<file path="src/rtl/match_unit.sv">
// match_unit: pipelined multi-channel masked identity comparator.
// Each channel holds a reference word, a don't-care mask and an enable.
// Keys are compared in stage 1. Stage 2 registers the qualified result,
// updates the sticky hit flags and updates the saturating hit counter.
module match_unit #(
    parameter int WIDTH    = 6,
    parameter int CHANNELS = 4,
    parameter int CNT_W    = 8,
    parameter int IDX_W    = (CHANNELS > 1) ? $clog2(CHANNELS) : 1
) (
    input  logic                i_clk,
    input  logic                i_reset,
    input  logic                i_ld,
    input  logic [IDX_W-1:0]    i_ld_ch,
    input  logic [WIDTH-1:0]    i_ld_val,
    input  logic [WIDTH-1:0]    i_ld_mask,
    input  logic                i_ld_en,
    input  logic                i_key_valid,
    input  logic [WIDTH-1:0]    i_key,
    input  logic                i_sticky_clr,
    input  logic                i_cnt_clr,
    output logic                o_match_valid,
    output logic [CHANNELS-1:0] o_match_vec,
    output logic                o_match_any,
    output logic [IDX_W-1:0]    o_match_idx,
    output logic [CHANNELS-1:0] o_sticky,
    output logic [CNT_W-1:0]    o_hit_count,
    output logic                o_cnt_sat
);

    logic [WIDTH-1:0]    r_val  [CHANNELS];
    logic [WIDTH-1:0]    r_mask [CHANNELS];
    logic [CHANNELS-1:0] r_en;

    logic                r_s1_valid;
    logic [CHANNELS-1:0] r_s1_hit;

    logic                r_match_valid;
    logic [CHANNELS-1:0] r_match_vec;
    logic                r_match_any;
    logic [IDX_W-1:0]    r_match_idx;
    logic [CHANNELS-1:0] r_sticky;
    logic [CNT_W-1:0]    r_hit_count;

    logic                w_ld_legal;
    logic [CHANNELS-1:0] w_hit;
    logic [CHANNELS-1:0] w_vec;
    logic                w_any;
    logic [IDX_W-1:0]    w_idx;

    // Channel numbers beyond CHANNELS-1 can exist when CHANNELS is not a power of two.
    assign w_ld_legal = ({1'b0, i_ld_ch} < (IDX_W + 1)'(CHANNELS));

    // Reference registers: one channel's val/mask/en load together.
    always_ff @(posedge i_clk) begin
        if (i_reset) begin
            for (int i = 0; i < CHANNELS; i++) begin
                r_val[i]  <= '0;
                r_mask[i] <= '0;
            end
            r_en <= '0;
        end else if (i_ld && w_ld_legal) begin
            r_val[i_ld_ch]  <= i_ld_val;
            r_mask[i_ld_ch] <= i_ld_mask;
            r_en[i_ld_ch]   <= i_ld_en;
        end
    end

    // Per-channel masked equality against the pre-edge reference registers.
    always_comb begin
        w_hit = '0;
        for (int i = 0; i < CHANNELS; i++) begin
            w_hit[i] = r_en[i] && (&(r_mask[i] | ~(i_key ^ r_val[i])));
        end
    end

    // Stage 1: capture the key qualifier and the raw channel hits.
    always_ff @(posedge i_clk) begin
        if (i_reset) begin
            r_s1_valid <= 1'b0;
            r_s1_hit   <= '0;
        end else begin
            r_s1_valid <= i_key_valid;
            r_s1_hit   <= w_hit;
        end
    end

    // Gate the stage-1 hits with valid and find the lowest matching channel.
    always_comb begin
        w_vec = r_s1_hit & {CHANNELS{r_s1_valid}};
        w_any = |w_vec;
        w_idx = '0;
        for (int i = CHANNELS - 1; i >= 0; i--) begin
            if (w_vec[i]) begin
                w_idx = IDX_W'(i);
            end
        end
    end

    // Stage 2 with sticky flags and hit counter; a clear never drops a coincident hit.
    always_ff @(posedge i_clk) begin
        if (i_reset) begin
            r_match_valid <= 1'b0;
            r_match_vec   <= '0;
            r_match_any   <= 1'b0;
            r_match_idx   <= '0;
            r_sticky      <= '0;
            r_hit_count   <= '0;
        end else begin
            r_match_valid <= r_s1_valid;
            r_match_vec   <= w_vec;
            r_match_any   <= w_any;
            r_match_idx   <= w_idx;
            r_sticky      <= (i_sticky_clr ? '0 : r_sticky) | w_vec;
            if (i_cnt_clr) begin
                r_hit_count <= CNT_W'(w_any);
            end else if (w_any && !(&r_hit_count)) begin
                r_hit_count <= r_hit_count + 1'b1;
            end
        end
    end

    assign o_match_valid = r_match_valid;
    assign o_match_vec   = r_match_vec;
    assign o_match_any   = r_match_any;
    assign o_match_idx   = r_match_idx;
    assign o_sticky      = r_sticky;
    assign o_hit_count   = r_hit_count;
    assign o_cnt_sat     = &r_hit_count;

endmodule

</file>
<file path="config.mk">
export PLATFORM = sky130hd
export DESIGN_NAME = match_unit
export DESIGN_NICKNAME = d
export VERILOG_FILES = /design/src/rtl/match_unit.sv
export SDC_FILE = /design/constraint.sdc
export NUM_CORES = 1
export LEC_CHECK = 0
export ABC_AREA = 1
export BUFFER_PORTS_ARGS = -buffer_cell sky130_fd_sc_hd__buf_2
export CORE_ASPECT_RATIO = 1.4
export CORE_MARGIN = 10
export CORE_UTILIZATION = 36
export CTS_CLUSTER_SIZE = 10
export DETAILED_ROUTE_END_ITERATION = 6
export GPL_ROUTABILITY_DRIVEN = 0
export GPL_TIMING_DRIVEN = 0
export PLACE_DENSITY_LB_ADDON = 0.05
export SETUP_SLACK_MARGIN = 0.3
export SYNTH_ARGS = -nofsm -noshare
export SYNTH_HDL_FRONTEND = slang
export SYNTH_SLANG_ARGS = --single-unit
</file>
<file path="constraint.sdc">
create_clock -name i_clk -period 2.72 [get_ports i_clk]
set_input_delay 0.136 -clock i_clk [delete_from_list [all_inputs] [get_ports i_clk]]
set_output_delay 0.136 -clock i_clk [all_outputs]
set_load 0.05 [all_outputs]
</file>
---- After elaboration in Yosys (flattened, before gate mapping) ----
Memory sizes are Yosys's and may differ from the RTL's.
Index checks and enable logic that the tools add are counted.
cells by class
  add/sub/neg operators ................... 1
  order comparisons ....................... 2
  muxes and demuxes ....................... 20
  bitwise gates (word level) .............. 14
  reduce and logical (&&, ||, !) cells .... 19
operators by type and width
  kind                                                                count
  inverter 6 bit                                                      4
  OR 6 bit                                                            4
  AND reduction 6 bit                                                 4
  XOR 6 bit                                                           4
  two-way mux 6 bit                                                   2
  OR reduction 6 bit                                                  2
  two-way mux 1 bit                                                   11
  adder 8 x 1 -> 8 bit (second input constant)                        1
  two-way mux 2 bit                                                   4
  AND reduction 8 bit                                                 1
  logical AND 1 bit                                                   6
  AND 4 bit                                                           1
  bitwise mux 4 bit                                                   1
  two-way mux 4 bit                                                   1
  OR 4 bit                                                            1
  OR reduction 2 bit                                                  2
  OR reduction 4 bit                                                  1
  < comparator 2 x 3 -> 1 bit (second input constant)                 1
  OR reduction 3 bit                                                  1
  demux 1 bit (select 2 bit)                                          1
  greater-or-equal comparator 2 x 1 -> 1 bit (second input constant)  1
  nonzero test 2 bit                                                  1
  logical NOT 1 bit                                                   1
word-level totals
  flip-flop bits (word level) ............. 29
  memory bits (writable) .................. 48
  input bits .............................. 27
  logic and storage cells ................. 69
  memories kept ........................... 2
memory list
  memory  words  bits a word  rd ports  clocked after memory_dff  wr ports  line  text
  r_mask  4      6            4         0                         4         32    logic [WIDTH-1:0] r_mask [CHANNELS];
  r_val   4      6            4         0                         4         31    logic [WIDTH-1:0] r_val [CHANNELS];

---- Depth between registers and ports, before layout ----
Gate-level depths: netlist of the first run.
An unclocked memory read counts as a cell.
  depth in word-level cells ............... 6
  depth in mapped cells ................... 8
  mapped depth without buffers ............ 8

---- Worst setup path before layout of the first run ----
No wires, ideal clock.
  path type ............................... reg2out
  start point ............................. reg r_hit_count[1] (netlist: o_hit_count[1])
  end point ............................... out o_cnt_sat
  arrival ................................. 1.638 ns
  data required time ...................... 2.584 ns
  path slack .............................. 0.946 ns
  cell stages (with the launch flop) ...... 6
  path through ............................ dfxtp_1 > ha_1 > nand2_2 > nor2_2 > nand2_2 > inv_1
on the way
  longest elaborated chain between the ends .. 1
ends and longest elaborated chain
  what                      line  text
  start: declaration        43    logic [CNT_W-1:0] r_hit_count;
  start signal: assignment  116   r_hit_count <= CNT_W'(w_any);
  start signal: assignment  118   r_hit_count <= r_hit_count + 1'b1;
  AND reduction 8 bit       129   assign o_cnt_sat = &r_hit_count;
  end: declaration          28    output logic o_cnt_sat
No other way between the ends.

---- Worst setup path after layout of the first run ----
Same ends and word-level chain as after synthesis.

==> impl_metrics.csv, run 1 <==
group,metric,value,unit
run_status,status,"complete, no violations",
die,initial_core_util,37.3,%
timing,max_freq,562,MHz
synth,synth_compound_area_share,6.78,%
cts,cts_made_buffers,9,
cts,path_clk_slew,0.06,ns
route,drt_iter0_markers,100,
worst_hold_path,hold_path_class,"in2reg",
route,ant_nets,0,
grt,antenna_found_initial,0,
timing,fin_crit_sh,65.4,%
synth,synth-xor-area-share,2.70,%
cells_and_area,regArea,2020,µm²
pwr,seqPwrFrac,50.0,%
cts,postCtsHoldBufs,0,
timing,hold_viol,0,
timing,drv_slew,0,
cts,htree_num_levels,3,
timing,tightest_slew,0.701,ns
setup_path,cp_max_fo,8,
cts,cts-root-buf,"clkbuf_16",
grt,grt_pass1_wl,12.1,mm
route,wirelength,7.40,mm
synth,ys_types,26,
synth,synth_seq_cells,77,
synth,synth_cells,353,
route,num_vias,2417,
grt,grt_overflow,0,
worst_hold_path,min_path_cells,3,
setup_path,crit_arrival,1.64,ns
synth,syn_nets,381,
die,coreArea,8710,µm²
placement,placed_cell_area,3610,µm²
synth,synthAdderAreaFrac,0.385,%
cts,clk_latency,0.33,ns
grt,grt_pass1_vias,2453,
grt,grt_max_degree,14,
route,post_drt_wl_per_cell,14.3,µm
pwr,powerDensity,681,nW/µm²
cts,cts_sinks,77,
die,dieArea,13300,µm²
cells_and_area,antenna_cells,0,
cts,cts_tree,"yes",
timing,skew,0.00329,ns
cells_and_area,syn_to_final_growth,19.8,%
pwr,power_frac_comb,6.5,%
setup_path,crit_required,2.58,ns
cells_and_area,multiInputGateArea,1030,µm²
route,drc_errors,0,
placement,dp_hpwl,5.52,mm
synth,synth_simple_gate_area_share,22.0,%
synth,seq_area_frac_synth,62.2,%
pwr,p_sw_share,22.1,%
timing,rsz0062_at_grt,"no",
pwr,p_leak,1.69,nW
placement,portBuffers,44,
timing,setup_tns,0,ns
synth,avgSynthCellArea,9.20,µm²
cells_and_area,num-fill-cells,879,
cts,clockBufferDepth,2,
die,io_pins,48,
route,first_pass_iters,4,
timing,setup_viol,0,
setup_path,start_kind,"register",
cells_and_area,postLayoutCellArea,3890,µm²
cts,cts_setup_buffers,0,
pwr,p_switching,0.585,mW
route,viasPerCell,4.66,
die,dieWidth,100,µm
synth,syn-cell-area,3250,µm²
cells_and_area,drive_gt1_share,17.9,%
synth,synth_top_family_by_area,"simple AND/OR/NAND/NOR gates",
cts,cts_resized,0,
setup_path,cp-end-kind,"output port",
run,max_cap_violations,0,
pwr,vdd_drop_max,340,µV
setup_path,path_class,"reg2out",
setup_path,rrSetupSlack,1.24,ns
grt,grt_util_all_layers,11.6,%
die,die_y,132,µm
timing,period_minus_slack,1.78,ns
die,num_rows,40,
timing,slew_headroom,53.2,%
synth,synthMuxAreaShare,0,%
synth,ys_warn_count,0,
pwr,p_int,2.07,mW
cells_and_area,finalNetCount,437,
setup_path,reg2regPathDepth,8,
pwr,p_clk_share,43.5,%
-- flip-flops by register name, indices dropped and copies added (netlist names) --
register,cells
r_mask,24
r_val,24
o_hit_count,8
o_match_vec,4
o_sticky,4
r_en,4
r_s1_hit,4
o_match_idx,2
o_match_any,1
o_match_valid,1
r_s1_valid,1
-- layout by cell type (no fill, tap or decap), types with 2 or more instances in the layout --
cell type  count
nand2_2        5
o21ai_1        2
xor2_1         5
nor3_1         6
nor2_1        73
buf_2         47
nand2_4        2
o21ai_0       17
nand3_1       15
inv_1         39
clkbuf_16      9
xnor2_1        5
or2_2          2
dfxtp_1       29
clkbuf_1       7
a21oi_1       22
nand2_1       66
clkinv_2       4
edfxtp_1      48
-- critical path, cell delays in order, from the launching register on --
cell and delay, ns:
dfxtp_1 0.39, ha_1 0.23, nand2_2 0.08, nor2_2 0.14, nand2_2 0.15, inv_1 0.08
buf_2 0.25
-- power groups by stage --
stage                     Clock (mW)  Sequential (mW)  Combinational [mW]
after floorplan                    0             1.35               0.104
after global placement             0             1.35               0.174
after detailed placement           0             1.35               0.177
after CTS                       1.19             1.32               0.178
after global routing            1.23             1.33               0.201
final                           1.15             1.32               0.174
-- through the flow --
| stage | util (%) | setup slack (ns) | total power, mW | hold slack, ns | cells |
|---|---|---|---|---|---|
| 2_1_floorplan | - | 0.946 | 1.45 | 0.243 | 353 |
| 3_3_place_gp | 41.3 | 0.468 | 1.52 | 0.344 | 502 |
| 3_5_place_dp | 41.4 | 0.789 | 1.53 | 0.351 | 503 |
| 4_1_cts | 44.7 | 0.900 | 2.69 | 0.00239 | 519 |
| 5_1_grt | 44.7 | 0.766 | 2.76 | 0.0331 | 519 |
| 6_report | 44.7 | 0.940 | 2.65 | 0.00974 | 519 |
-- area by class of cell --
type,instances,area share [%]
plain buffers,9,0.965
clock buffers,11,5.98
clock inverters,5,1.32
inverters,41,3.99
multi-input cells,226,26.6
flip-flops and latches,77,52.0
well taps,105,3.38
repair buffers,45,5.85
-- per-layer routing --
metal | vias to the layer above | GRT usage, % | part of all wire, %
met1 | 1111 | 13.3 | 44
met5 | - | 0 | 0
met4 | 0 | 4.72 | 1.2
met2 | 49 | 19.1 | 50
li1 | 1250 | - | -
met3 | 7 | 3.78 | 4.9
-- synthesized netlist by cell type --
cell type	number	share of area, %
ha_1	1	0.39
o21ai_1	1	0.15
a22oi_1	1	0.23
inv_2	1	0.12
nand3b_1	1	0.23
edfxtp_1	48	44
o21ai_0	18	2.8
clkinv_2	1	0.15
nor3_1	6	0.92
nand2_1	66	7.6
inv_1	39	4.5
buf_2	3	0.46
dfxtp_1	29	18
buf_1	1	0.12
nand2_4	2	0.69
nand4_1	1	0.19
a21oi_1	22	3.4
xor2_1	5	1.3
nand3_1	15	2.3
nand2_2	5	0.96
or2_2	2	0.39
clkbuf_1	5	0.58
nor2_1	73	8.4
o21bai_1	1	0.23
nor2_2	1	0.19
xnor2_1	5	1.3
-- worst paths after layout --
kind,start,to
max,o_hit_count[1],o_cnt_sat
min,i_key_valid,r_s1_valid
max reg2reg,o_hit_count[1],o_hit_count[1]
min reg2reg,o_sticky[3],o_sticky[3]
-- cells by family after synthesis --
group                      Yosys count
xor gates and xnor gates            10
DFF                                 77
and+or+nand+nor                    172
AOI/OAI and AO/OA                   43
buffers and inverters               50
adders and majority gates            1
Note: power is estimated with default switching activity, not from simulation.
==> inputs of run 2 (changes only) <==
==> constraint.sdc (replaced) <==
create_clock -name i_clk -period 1.5 [get_ports i_clk]
set_input_delay 0.075 -clock i_clk [delete_from_list [all_inputs] [get_ports i_clk]]
set_output_delay 0.075 -clock i_clk [all_outputs]
set_load 0.05 [all_outputs]
==> run 2 against run 1 <==
Against the previous run:
- sequential share of layout area decreased by 2.1 points
- register-to-register slack got worse by 1.0 ns
- flip-flop and latch count unchanged
- global-route usage increased by 0.35 points
- critical path depth unchanged
- core utilization increased by 2.3 points
- clock skew increased by 0.0035 ns
- wire length increased by 3.5%
- non-clock buffer count increased by 6
- die area unchanged
- first-iteration DRC count unchanged
==> impl_metrics.csv, run 2 (synthesis gave the netlist of run 1 again) <==
group,metric,value,unit
worst_hold_path,hold_path_class,"in2reg",
route,drc_errors,0,
placement,placedCellCount,502,
route,drt_iter0_markers,100,
route,num_vias,2477,
timing,skew,0.00678,ns
route,post_drt_wl_per_cell,14.6,µm
cells_and_area,multiInputGateArea,1140,µm²
timing,drv_slew,0,
cells_and_area,drive_gt1_share,25.0,%
cells_and_area,post-route-util,47.0,%
setup_path,start_kind,"register",
setup_path,reg2reg_from,"o_hit_count[0]",
timing,tightest_slew,0.562,ns
timing,period_minus_slack,1.35,ns
setup_path,path_class,"reg2out",
cells_and_area,postLayoutCellArea,4090,µm²
pwr,p_leak,1.77,nW
die,dieArea,13300,µm²
cts,htree_num_levels,3,
worst_hold_path,hold_path_startpoint,"i_sticky_clr",
cts,path_clk_slew,0.06,ns
pwr,seqPwrFrac,50.4,%
pwr,p_int,3.68,mW
setup_path,r2r-end,"o_hit_count[4]",
cts,clockBufferDepth,2,
setup_path,rrSetupSlack,0.22,ns
setup_path,cp_cell_sequence,"ha_4 -> nand2_4 -> nor2_4 -> nand2_4 -> clkinvlp_4 -> buf_8",
timing,fin_crit_sh,90.3,%
pwr,powerDensity,1160,nW/µm²
cts,clk_latency,0.33,ns
grt,grt_max_degree,14,
cts,cts_made_buffers,9,
route,first_pass_iters,4,
pwr,p_clk_share,42.7,%
timing,setup_tns,0,ns
die,coreArea,8710,µm²
cells_and_area,antenna_cells,0,
die,die_y,132,µm
run_status,status,"complete, no violations",
timing,max_freq,739,MHz
grt,grt_pass1_vias,2541,
route,viasPerCell,4.72,
timing,rsz0062_at_grt,"yes",
setup_path,cp-end-kind,"output port",
setup_path,crit_arrival,1.28,ns
timing,hold_viol,0,
pwr,power_frac_comb,6.9,%
worst_hold_path,min_path_cells,4,
pwr,p_switching,1.08,mW
cells_and_area,mostFrequentLayoutCells,"72 x nor2_1, 61 x nand2_1, 48 x edfxtp_1",
setup_path,reg2regPathDepth,8,
cts,cts_sinks,77,
grt,grt_overflow,0,
setup_path,crit_required,1.42,ns
grt,grt_util_all_layers,12.0,%
grt,grt_pass1_wl,12.4,mm
cells_and_area,fin_cells,525,
route,ant_nets,0,
cts,cts_tree,"yes",
pwr,vdd_drop_max,630,µV
cells_and_area,num-fill-cells,868,
placement,placed_cell_area,3670,µm²
timing,setup_viol,0,
setup_path,cp_max_fo,2,
setup_path,cp_common_cell,"nand2_4",
setup_path,crit_slowest_cell,"dfxtp_4",
grt,antenna_found_initial,0,
placement,portBuffers,44,
cells_and_area,finalNetCount,443,
cells_and_area,syn_to_final_growth,25.9,%
die,initial_core_util,37.3,%
timing,slew_headroom,62.5,%
cells_and_area,layout_commonest_cell,"nor2_1",
worst_hold_path,whs_endpoint,"o_sticky[3]",
placement,dp_hpwl,5.73,mm
die,dieWidth,100,µm
route,wirelength,7.66,mm
setup_path,max_stage_delay,0.36,ns
die,num_rows,40,
cts,cts-root-buf,"clkbuf_16",
die,io_pins,48,
cells_and_area,regArea,2040,µm²
run,max_cap_violations,0,
pwr,p_sw_share,22.6,%
## run 2: repair_timing
item	4_1_cts	5_1_grt
pin swaps	4	3
resized for setup	5	16
hold buffers	1	0
endpoints found under the setup margin	31	15
setup buffers	5	1
cloned	0	0
hold endpoints to repair	1	0
## run 2: layer usage
metal / vias to the layer above / global-route usage [%] / share of wire (%) / wire [µm]
met5: - / 0 / 0 / 0
met4: 0 / 6.93 / 1.9 / 144
met2: 52 / 20.5 / 52 / 4010
li1: 1266 / - / - / -
met1: 1146 / 12.5 / 40 / 3040
met3: 13 / 3.57 / 6.1 / 470
## run 2: worst max path at each step
stage / from / end / slack (ns) / cells past startpoint
global placement: i_reset / r_val[3][2] / -0.14 / 4
global route: o_hit_count[0] / o_cnt_sat / 0.09 / 6
floorplan: o_hit_count[1] / o_hit_count[1] / 0.20 / 8
CTS: o_hit_count[0] / o_cnt_sat / 0.10 / 6
detailed placement: i_reset / r_mask[3][2] / -0.14 / 4
finish: o_hit_count[0] / o_cnt_sat / 0.15 / 6
## run 2: area by class of cell
class                      count  share of cell area [%]
buffer                         9                   0.918
clock buffer                  12                    6.30
clock inverter                 4                   0.581
inverter                      41                    4.04
multi-input combinational    226                    27.9
sequential                    77                    49.9
tap                          105                    3.21
timing repair buffer          51                    7.16
## run 2: per-stage QoR
| stage | power [mW] | hold slack [ns] | worst slack, ns |
|---|---|---|---|
| 4_1_cts | 4.82 | 0.0321 | 0.104 |
| 2_1_floorplan | 2.63 | 0.182 | 0.199 |
| 6_report | 4.76 | 0.0416 | 0.146 |
| 5_1_grt | 4.96 | 0.0472 | 0.0926 |
| 3_3_place_gp | 2.76 | 0.282 | -0.143 |
| 3_5_place_dp | 2.77 | 0.292 | -0.145 |
## run 2: critical path: cells and delay by family, from the launching register on
family	cells	cell delay, ns
adder cells (fa/ha/maj)	1	0.14
flip-flops	1	0.36
AND/OR/NAND/NOR	3	0.24
buffers and inverters	2	0.20
## run 2: power groups by stage
| stage | Clock (mW) | Sequential (mW) | Combinational, mW |
|---|---|---|---|
| 6_report | 2.03 | 2.40 | 0.327 |
| 4_1_cts | 2.10 | 2.40 | 0.332 |
| 5_1_grt | 2.17 | 2.41 | 0.377 |
| 3_5_place_dp | 0 | 2.44 | 0.325 |
| 3_3_place_gp | 0 | 2.44 | 0.322 |
| 2_1_floorplan | 0 | 2.44 | 0.192 |
